### config.mk
export PLATFORM = sky130hd
export DESIGN_NAME = serial_tx
export DESIGN_NICKNAME = d
export VERILOG_FILES = /design/src/rtl/serial_tx.sv
export SDC_FILE = /design/constraint.sdc
export NUM_CORES = 1
export LEC_CHECK = 0
export ABC_CLOCK_PERIOD_IN_PS = 1660
export CAP_MARGIN = 0
export CORE_MARGIN = 4
export CORE_UTILIZATION = 45
export DETAILED_ROUTE_END_ITERATION = 10
export PLACE_DENSITY = 0.8
export SLEW_MARGIN = 5
export SYNTH_ARGS = -nofsm -noshare
export SYNTH_HDL_FRONTEND = slang
export SYNTH_SLANG_ARGS = --single-unit
export TNS_END_PERCENT = 100
### constraint.sdc
create_clock -name clk -period 1.66 [get_ports clk]
set_input_delay 0.166 -clock clk [delete_from_list [all_inputs] [get_ports clk]]
set_output_delay 0.166 -clock clk [all_outputs]
set_load 0.01 [all_outputs]
### src/rtl/serial_tx.sv
// Framed serial transmitter: start bit (0), DATA_WIDTH data bits LSB first, stop bit (1),
// each bit held for CLKS_PER_BIT clocks. Words are accepted over a valid/ready handshake.
module serial_tx #(
    parameter int DATA_WIDTH   = 8,
    parameter int CLKS_PER_BIT = 4
) (
    input  logic                  clk,
    input  logic                  reset,
    input  logic [DATA_WIDTH-1:0] tx_data,
    input  logic                  tx_valid,
    output logic                  tx_ready,
    output logic                  tx_out,
    output logic                  busy
);
    localparam int TW = (CLKS_PER_BIT > 1) ? $clog2(CLKS_PER_BIT) : 1;
    localparam int IW = (DATA_WIDTH > 1) ? $clog2(DATA_WIDTH) : 1;
    localparam logic [TW-1:0] T_LAST = TW'(CLKS_PER_BIT - 1);
    localparam logic [IW-1:0] I_LAST = IW'(DATA_WIDTH - 1);

    typedef enum logic [1:0] {IDLE, START, DATA, STOP} state_t;

    state_t                state, state_nxt;
    logic [TW-1:0]         timer, timer_nxt;
    logic [IW-1:0]         idx, idx_nxt;
    logic [DATA_WIDTH-1:0] shift, shift_nxt, shift_sr;
    logic                  tx_out_nxt, busy_nxt;
    logic                  accept, bit_done;

    // tx_ready is forced low while reset is held so no word is lost during reset.
    assign tx_ready = (state == IDLE) && reset;
    assign accept   = tx_valid && tx_ready;
    assign bit_done = (timer == T_LAST);
    assign shift_sr = shift >> 1;

    always_ff @(posedge clk) begin
        if (!reset) state <= IDLE;
        else        state <= state_nxt;
    end

    always_comb begin
        state_nxt = state;
        case (state)
            IDLE:    if (accept) state_nxt = START;
            START:   if (bit_done) state_nxt = DATA;
            DATA:    if (bit_done && idx == I_LAST) state_nxt = STOP;
            STOP:    if (bit_done) state_nxt = IDLE;
            default: state_nxt = IDLE;
        endcase
    end

    // Next values of the registered line, busy flag and datapath.
    always_comb begin
        timer_nxt  = (state == IDLE || bit_done) ? '0 : timer + TW'(1);
        idx_nxt    = idx;
        shift_nxt  = shift;
        tx_out_nxt = tx_out;
        busy_nxt   = (state_nxt != IDLE);
        case (state)
            IDLE: begin
                tx_out_nxt = 1'b1;
                if (accept) begin
                    shift_nxt  = tx_data;
                    idx_nxt    = '0;
                    timer_nxt  = '0;
                    tx_out_nxt = 1'b0;
                end
            end
            START: if (bit_done) tx_out_nxt = shift[0];
            DATA: begin
                if (bit_done) begin
                    if (idx == I_LAST) begin
                        tx_out_nxt = 1'b1;
                    end else begin
                        shift_nxt  = shift_sr;
                        idx_nxt    = idx + IW'(1);
                        tx_out_nxt = shift_sr[0];
                    end
                end
            end
            STOP:    tx_out_nxt = 1'b1;
            default: tx_out_nxt = 1'b1;
        endcase
    end

    always_ff @(posedge clk) begin
        if (!reset) begin
            timer  <= '0;
            idx    <= '0;
            shift  <= '0;
            tx_out <= 1'b1;
            busy   <= 1'b0;
        end else begin
            timer  <= timer_nxt;
            idx    <= idx_nxt;
            shift  <= shift_nxt;
            tx_out <= tx_out_nxt;
            busy   <= busy_nxt;
        end
    end
endmodule
==> results of run 1 <==
==> kinds of logic (layout without fill, tap and decap cells) <==
| group | Yosys count | in the layout | synth area share (%) |
|---|---|---|---|
| AOI/OAI and AO/OA | 16 | 16 | 15.2 |
| buffers and inverters | 7 | 24 | 6.35 |
| DFF | 17 | 17 | 40.2 |
| muxes | 7 | 7 | 8.27 |
| xor gates and xnor gates | 2 | 2 | 2.07 |
| adders and majority gates | 3 | 3 | 4.43 |
| and+or+nand+nor | 33 | 33 | 23.5 |
==> through the flow <==
stage          cell area (sq um)  setup WS [ps]  power (mW)
6_report                    1040           86.9       0.762
3_5_place_dp                1010           64.7       0.550
5_1_grt                     1040           3.71       0.804
2_1_floorplan                847            136       0.500
4_1_cts                     1030           44.2       0.767
3_3_place_gp                1010            112       0.547
==> synth_stat cells <==
master	number	area, sq um
nand2_1	8	30.0
dfxtp_1	17	340
a21o_1	2	15.0
and2_1	2	12.5
nand3b_1	2	15.0
xnor2_1	2	17.5
nor4_1	1	6.26
o311ai_1	1	8.76
or3b_1	1	8.76
nor3_1	2	10.0
ha_1	3	37.5
nor4b_1	1	8.76
a31o_2	2	17.5
and2b_1	1	7.51
o311a_1	1	10.0
and4bb_2	1	12.5
or2b_1	3	22.5
nand3_1	1	5.00
and3_1	1	6.26
nand2b_1	6	37.5
o211ai_1	7	52.6
buf_6	3	33.8
mux2i_1	7	70.1
and4_1	1	8.76
buf_2	1	5.00
a32o_1	2	20.0
buf_4	1	7.51
nor2_1	2	7.51
clkbuf_1	2	7.51
a21oi_1	1	5.00
==> layout make-up <==
cell class                 count  area (sq um)
clock buffer                   4          26.3
fill                         171           722
multi-input combinational     61           463
sequential                    17           340
tap                           25          31.3
timing repair buffer          20           181
==> cell usage in the layout, fill, tap and decap left out, types with 3 or more instances in the layout <==
| cell type | netlist | final |
|---|---|---|
| clkdlybuf4s50_1 | 0 | 12 |
| mux2i_1 | 7 | 7 |
| or2b_1 | 3 | 3 |
| o211ai_1 | 7 | 7 |
| ha_1 | 3 | 3 |
| buf_4 | 1 | 7 |
| dfxtp_1 | 17 | 17 |
| nand2_1 | 8 | 8 |
| clkbuf_4 | 0 | 3 |
| nand2b_1 | 6 | 6 |
==> power groups by stage <==
stage	clock (mW)	sequential (mW)	combinational, mW
finish	0.220	0.433	0.109
global route	0.249	0.435	0.120
CTS	0.226	0.433	0.108
detailed placement	0	0.441	0.109
global placement	0	0.441	0.106
floorplan	0	0.441	0.0585
==> registers in the layout, summed over array words and instances, names as in the netlist <==
name,cells
shift,8
idx,3
timer,2
state,2
tx_out,1
busy,1
==> worst max-delay path by stage <==
stage	startpoint	endpoint	slack [ps]	cells past startpoint
after floorplan	idx[0]	idx[2]	140	6
after global placement	idx[0]	shift[1]	110	6
after detailed placement	idx[0]	shift[5]	60	6
after CTS	idx[0]	shift[5]	40	6
after global routing	idx[0]	shift[1]	4	6
final	idx[0]	shift[5]	90	6
==> metal layers <==
metal | part of all wire (%) | vias up
met3 | 4.7 | 5
met1 | 46 | 290
met4 | 2.5 | 0
li1 | - | 343
met5 | 0 | -
met2 | 47 | 17
==> what timing repair did <==
| item | CTS | global route |
|---|---|---|
| setup endpoints to repair | 1 | 8 |
| pin swaps | 0 | 0 |
| gates resized for setup | 2 | 2 |
==> results.py, run 1 <==
metrics = {
    "run_status": {
        "outcome": "completed",
    },
    "die": {
        "die-area_sq_mm": 0.00264,
        "die_h_microns": 51.4,
        "die_w_microns": 51.4,
        "initial_core_util_pct": 48.0,
        "core.rowCount": 15,
        "core_sq_mm": 0.00176,
        "pin_count": 14,
    },
    "timing": {
        "fmax_mhz": 636,
        "final_max_slew_viol_count": 0,
        "fin_crit_sh_pct": 94.8,
        "setup_viol": 0,
        "slew_headroom_pct": 81.8,
        "fin_worst_skew_ps": 5.96,
        "hold_viol_final": 0,
        "tightest_slew_ps": 272,
        "min_period_ps": 1570,
        "timing.hold.ws_ps": 435,
        "finalSetupTns_ps": 0,
        "rsz0062_at_grt": "no",
    },
    "power": {
        "power_density_mw_per_mm2": 731,
        "peakVddDrop_mv": 0.456,
        "power.switching_mw": 0.179,
        "swShare_pct": 23.5,
        "p_seq_share_pct": 56.8,
        "power.leakage_nw": 0.437,
        "p_comb_share_pct": 14.3,
        "p_int_mw": 0.583,
        "p_clk_share_pct": 28.9,
    },
    "synthesis": {
        "syn_avg_cell_area_sq_um": 9.97,
        "yosysWarnings": 0,
        "synth_area_sq_um": 847,
        "postSynthNetCount": 99,
        "ys_ff_latch": 17,
        "seq_area_frac_synth_pct": 40.2,
        "synth_cell_types": 30,
        "synthCells": 85,
    },
    "finish": {
        "fin_cells": 127,
        "area_growth_pct": 23.0,
        "drive_gt1_share_pct": 14.7,
        "finalCoreUtilization_pct": 59.1,
        "diodes": 0,
        "final_nets": 117,
    },
    "worst_hold_path": {
        "min_path_cells": 1,
        "hp-start": "timer[0]",
        "hold_end": "timer[0]",
        "min_path_type": "register to register",
    },
    "global_routing": {
        "grt_pass1_wl_mm": 2.79,
        "overflow": 0,
        "met2_usage_pct": 23.1,
        "met1_usage_pct": 16.8,
        "grt_most_used_layer": "met2",
        "grt_max_degree": 15,
        "antenna_found_initial": 0,
        "grt_pass1_vias": 640,
        "grtUsageTotal_pct": 13.8,
        "met3_usage_pct": 2.62,
    },
    "clock_tree": {
        "clkSinkCount": 17,
        "htree_levels": 1,
        "clk_latency_ps": 290,
        "cts_tree": "done",
        "cts_buffer_depth": 2,
        "clk_pin_slew_ps": 100,
        "numCtsBuffers": 3,
        "cts_setup_buffers": 0,
        "cts-root-buf": "clkbuf_4",
        "hold_buffers": 0,
    },
    "critical_path": {
        "slowest_delay_ps": 340,
        "critPathKind": "register to register",
        "path_max_fanout": 8,
        "r2r_start": "idx[0]",
        "critPathSlowestCell": "dfxtp_1",
        "critPathArrivalTime_ps": 1750,
        "ff2ff_setup_slack_ps": 90,
        "worstRegToRegCells": 6,
        "required_ps": 1840,
        "crit_chain": "ha_1 > ha_1 > nand3b_1 > a21o_4 > buf_4 > mux2i_1",
        "cp-start-kind": "register",
        "reg2reg_to": "shift[5]",
        "worst-path-buf-inv": 1,
        "cp_top_family": "adder cells",
        "endpoint_kind": "register",
        "cp_common_cell": "ha_1",
    },
    "route": {
        "via_per_inst": 5.16,
        "ant_nets": 0,
        "drt_first_pass_iters": 4,
        "drtIter0Drc": 13,
        "drc_errors": 0,
        "drt-total-wl_mm": 1.59,
        "wl_per_cell_microns": 12.5,
        "vias": 655,
    },
    "run": {
        "maxCapViolCount": 0,
    },
    "placement": {
        "dp.cells": 123,
        "hpwlAfterDp_mm": 1.19,
        "gp_congestion": 0.768,
        "io_buffers": 13,
    },
}
Power figures use the tool's default switching activity.
==> run 2: changes to the inputs <==
--- a/config.mk
+++ b/config.mk
@@ -5,7 +5,7 @@
 export SDC_FILE = /design/constraint.sdc
 export NUM_CORES = 1
 export LEC_CHECK = 0
-export ABC_CLOCK_PERIOD_IN_PS = 1660
+export ABC_CLOCK_PERIOD_IN_PS = 1700
 export CAP_MARGIN = 0
 export CORE_MARGIN = 4
 export CORE_UTILIZATION = 45
==> constraint.sdc (replaced) <==
create_clock -name clk -period 1.7 [get_ports clk]
set_input_delay 0.17 -clock clk [delete_from_list [all_inputs] [get_ports clk]]
set_output_delay 0.17 -clock clk [all_outputs]
set_load 0.01 [all_outputs]
==> results.py, run 2 (synthesized netlist as in run 1, its figures left out) <==
metrics = {
    "timing": {
        "fin_worst_skew_ps": 3.71,
        "final_max_slew_viol_count": 0,
        "slew_headroom_pct": 82.7,
        "rsz0062_at_grt": "no",
        "setup_viol": 0,
        "fmax_mhz": 649,
        "finalSetupTns_ps": 0,
        "hold_viol_final": 0,
        "min_period_ps": 1540,
        "fin_crit_sh_pct": 90.6,
        "tightest_slew_ps": 257,
    },
    "global_routing": {
        "grt_pass1_wl_mm": 2.86,
        "grt_max_degree": 22,
        "antenna_found_initial": 0,
        "grt_pass1_vias": 684,
        "overflow": 0,
        "grtUsageTotal_pct": 14.5,
    },
    "clock_tree": {
        "cts_buffer_depth": 2,
        "hold_buffers": 0,
        "numCtsBuffers": 3,
        "clk_latency_ps": 300,
        "cts_tree": "done",
        "cts-root-buf": "clkbuf_4",
        "clkSinkCount": 17,
        "clk_pin_slew_ps": 100,
        "htree_levels": 1,
    },
    "finish": {
        "ff_latch_area_sq_um": 340,
        "largest_reg_flops": 8,
        "top_register": "shift",
        "drive_gt1_share_pct": 15.8,
        "nFillCells": 169,
        "diodes": 0,
        "final_cell_mix": "17 x dfxtp_1, 12 x clkdlybuf4s50_1, 8 x nand2_1, 7 x o211ai_1, 7 x mux2i_1",
        "final_nets": 116,
        "area_growth_pct": 23.0,
        "multi_input_area_sq_um": 465,
        "top_regs": "shift x8, idx x3",
        "final_area_sq_mm": 0.00104,
        "final_common_cell": "dfxtp_1",
    },
    "placement": {
        "dpl-instance-area_sq_um": 1000,
        "gp_congestion": 0.756,
        "io_buffers": 13,
        "hpwlAfterDp_mm": 1.19,
    },
    "power": {
        "power.leakage_nw": 0.441,
        "power_density_mw_per_mm2": 718,
        "power_mw": 0.748,
        "peakVddDrop_mv": 0.586,
    },
    "critical_path": {
        "ff2ff_setup_slack_ps": 160,
        "endpoint_kind": "register",
        "required_ps": 1890,
        "path_max_fanout": 8,
        "critPathSlowestCell": "dfxtp_1",
        "slowest_delay_ps": 340,
        "cp-start-kind": "register",
        "critPathKind": "register to register",
        "critPathArrivalTime_ps": 1730,
        "crit_chain": "ha_1 > ha_2 > nand3b_1 > a21o_4 > buf_4 > mux2i_1",
    },
    "route": {
        "wl_per_cell_microns": 12.5,
        "ant_nets": 0,
        "via_per_inst": 5.11,
        "drtIter0Drc": 5,
        "drt_first_pass_iters": 3,
        "drt-total-wl_mm": 1.58,
        "vias": 644,
        "drc_errors": 0,
    },
    "die": {
        "die-area_sq_mm": 0.00264,
        "die_w_microns": 51.4,
        "pin_count": 14,
        "initial_core_util_pct": 48.0,
        "die_h_microns": 51.4,
        "core.rowCount": 15,
        "core_sq_mm": 0.00176,
    },
    "worst_hold_path": {
        "min_path_type": "register to register",
    },
    "run": {
        "maxCapViolCount": 0,
    },
    "run_status": {
        "outcome": "completed",
    },
}
==> run 2: stage by stage <==
stage | util (%) | instances | setup WS (ps) | hold WS (ps)
2_1_floorplan | - | 85 | 176 | 374
5_1_grt | 59.1 | 126 | 42.4 | 468
6_report | 59.1 | 126 | 159 | 436
3_3_place_gp | 56.7 | 122 | 151 | 418
3_5_place_dp | 56.7 | 122 | 88.2 | 429
4_1_cts | 58.4 | 126 | 26.1 | 443
==> run 2: report_power, final <==
| part | internal (mW) | leakage, nW | total [mW] | switching (mW) |
|---|---|---|---|---|
| Combinational | 0.0640 | 0.284 | 0.107 | 0.0428 |
| Clock | 0.0877 | 0.0177 | 0.219 | 0.131 |
| Sequential | 0.415 | 0.139 | 0.422 | 0.00744 |
| Total | 0.567 | 0.441 | 0.748 | 0.182 |
==> run 2: metal layers <==
layer	up-vias	part of all wire (%)	global-route usage, %
li1	342	-	-
met1	288	46	15.7
met2	12	48	24.8
met3	2	5.0	4.08
met4	0	1.8	8.73
met5	-	0	0
==> run 2: path summary, 6_finish.rpt <==
path	start	end	depth (start not counted)
max reg2reg	idx[0]	shift[5]	6
min reg2reg	timer[0]	timer[0]	1
max	idx[0]	shift[5]	6
min	timer[0]	timer[0]	1
==> run 2: final cells by class <==
type | count | share of cell area, %
multi-input cells | 61 | 44.7
flip-flops and latches | 17 | 32.7
repair buffers | 19 | 17.0
well taps | 25 | 3.00
clock buffers | 3 | 2.16
clock inverters | 1 | 0.480
==> run 2: worst max-delay path: cells and delay by family, from the launching register on <==
kind / cells / cell delay (ps)
DFF: 1 / 340
buffers and inverters: 1 / 160
muxes: 1 / 110
adders and majority gates: 2 / 400
and+or+nand+nor: 1 / 180
AOI/OAI and AO/OA: 1 / 250
==> run 2: repair_timing <==
item,4_1_cts,5_1_grt
setup endpoints to repair,1,8
pin swaps,0,0
setup buffers,0,0
resized for setup,1,4
==> run 3: changes to the inputs <==
--- a/config.mk
+++ b/config.mk
@@ -10,6 +10,7 @@
 export CORE_MARGIN = 4
 export CORE_UTILIZATION = 45
 export DETAILED_ROUTE_END_ITERATION = 10
+export GPL_TIMING_DRIVEN = 0
 export PLACE_DENSITY = 0.8
 export SLEW_MARGIN = 5
 export SYNTH_ARGS = -nofsm -noshare
==> results.py, run 3 (synthesized netlist as in run 1, its figures left out) <==
metrics = {
    "clock_tree": {
        "hold_buffers": 0,
        "clk_latency_ps": 290,
        "clk_pin_slew_ps": 90,
        "cts_tree": "done",
        "htree_levels": 1,
        "numCtsBuffers": 3,
        "cts_buffer_depth": 2,
        "cts-root-buf": "clkbuf_4",
        "clkSinkCount": 17,
    },
    "critical_path": {
        "worst-path-buf-inv": 1,
        "endpoint_kind": "register",
        "cp-start-kind": "register",
        "critPathSlowestCell": "dfxtp_1",
        "critPathKind": "register to register",
        "path_max_fanout": 10,
        "required_ps": 1890,
        "critPathArrivalTime_ps": 1780,
        "slowest_delay_ps": 340,
        "crit_chain": "ha_1 > ha_2 > nand3b_1 > a21o_1 > buf_6 > a32o_1",
        "cp_top_family": "compound AO/OA/AOI/OAI gates",
    },
    "timing": {
        "timing.final.ws_setup_ps": 109,
        "fmax_mhz": 629,
        "rsz0062_at_grt": "no",
        "min_period_ps": 1590,
        "fin_crit_sh_pct": 93.6,
        "setup_viol": 0,
        "slew_headroom_pct": 70.3,
        "finalSetupTns_ps": 0,
        "hold_viol_final": 0,
        "final_max_slew_viol_count": 0,
        "tightest_slew_ps": 446,
        "fin_worst_skew_ps": 0.610,
    },
    "die": {
        "core_sq_mm": 0.00176,
        "die_w_microns": 51.4,
        "die_h_microns": 51.4,
        "core.rowCount": 15,
        "initial_core_util_pct": 48.0,
        "pin_count": 14,
        "die-area_sq_mm": 0.00264,
    },
    "finish": {
        "nFillCells": 180,
        "drive_gt1_share_pct": 12.9,
        "diodes": 0,
        "top_regs": "shift x8, idx x3",
        "final_nets": 116,
        "finalCoreUtilization_pct": 58.3,
        "area_growth_pct": 21.4,
        "top_register": "shift",
        "final_common_cell": "dfxtp_1",
        "largest_reg_flops": 8,
        "final_cell_mix": "17 x dfxtp_1, 11 x clkdlybuf4s50_1, 8 x nand2_1, 7 x o211ai_1, 7 x mux2i_1",
    },
    "power": {
        "power.leakage_nw": 0.425,
        "peakVddDrop_mv": 0.466,
        "power_density_mw_per_mm2": 714,
    },
    "run": {
        "maxCapViolCount": 0,
    },
    "global_routing": {
        "grt_pass1_vias": 663,
        "overflow": 0,
        "grtUsageTotal_pct": 13.3,
        "grt_pass1_wl_mm": 2.73,
        "antenna_found_initial": 0,
        "grt_max_degree": 11,
    },
    "route": {
        "drtIter0Drc": 6,
        "drt-total-wl_mm": 1.52,
        "wl_per_cell_microns": 12.0,
        "via_per_inst": 5.32,
        "drt_first_pass_iters": 4,
        "vias": 670,
        "ant_nets": 0,
        "drc_errors": 0,
    },
    "placement": {
        "hpwlAfterDp_mm": 1.11,
        "io_buffers": 12,
        "gp_congestion": 0.753,
        "place_ws_ps": 72.6,
    },
    "run_status": {
        "outcome": "completed",
    },
    "worst_hold_path": {
        "min_path_type": "input port to register",
    },
}
-- run 3: cell types whose count changed in the layout (fill, tap and decap cells not counted), sizes merged --
cell	delta
clkbuf	+3
dlymetal6s2s	-1
dlygate4sd2	+1
clkdlybuf4s50	-1
clkinv	-1
buf	-1
-- run 3: routing by layer --
layer / global-route usage [%] / up-vias / share of wire [%]
met4: 5.68 / 0 / 0.79
met1: 16.5 / 311 / 48
met2: 20.8 / 15 / 45
li1: - / 341 / -
met5: 0 / - / 0
met3: 4.66 / 3 / 6.0
-- run 3: final timing paths --
path	start	endpoint	slack [ps]	depth (start not counted)
setup / recovery	idx[0]	idx[2]	110	6
hold / removal	reset	state[0]	190	2
setup reg to reg	idx[0]	idx[2]	110	6
hold reg to reg	timer[0]	timer[0]	440	1
-- run 3: repair_timing --
| action | 4_1_cts | 5_1_grt |
|---|---|---|
| endpoints found under the setup margin | 1 | 3 |
| gates resized for setup | 2 | 1 |
| setup buffers | 0 | 0 |
| pin swaps | 0 | 0 |
-- run 3: cell type report --
cell class | count | area, sq um | area share (%)
Timing Repair Buffer | 12 | 119 | 11.6
Buffer | 7 | 53.8 | 5.23
Tap cell | 25 | 31.3 | 3.04
Sequential cell | 17 | 340 | 33.1
Clock buffer | 4 | 26.3 | 2.55
Multi-Input combinational cell | 61 | 458 | 44.5
-- run 3: per-stage QoR --
stage,hold WS (ps),instance area [sq um],instances,power (mW)
2_1_floorplan,374,847,85,0.488
3_3_place_gp,417,998,122,0.530
3_5_place_dp,436,998,122,0.533
4_1_cts,182,1030,126,0.743
5_1_grt,193,1030,126,0.770
6_report,188,1030,126,0.734
-- run 3: power by group --
group          internal, mW  switching [mW]  leakage [nW]  total (mW)
combinational        0.0579          0.0424         0.271       0.100
sequential            0.415         0.00621         0.139       0.421
clock                0.0912           0.122        0.0150       0.213
total                 0.564           0.170         0.425       0.734
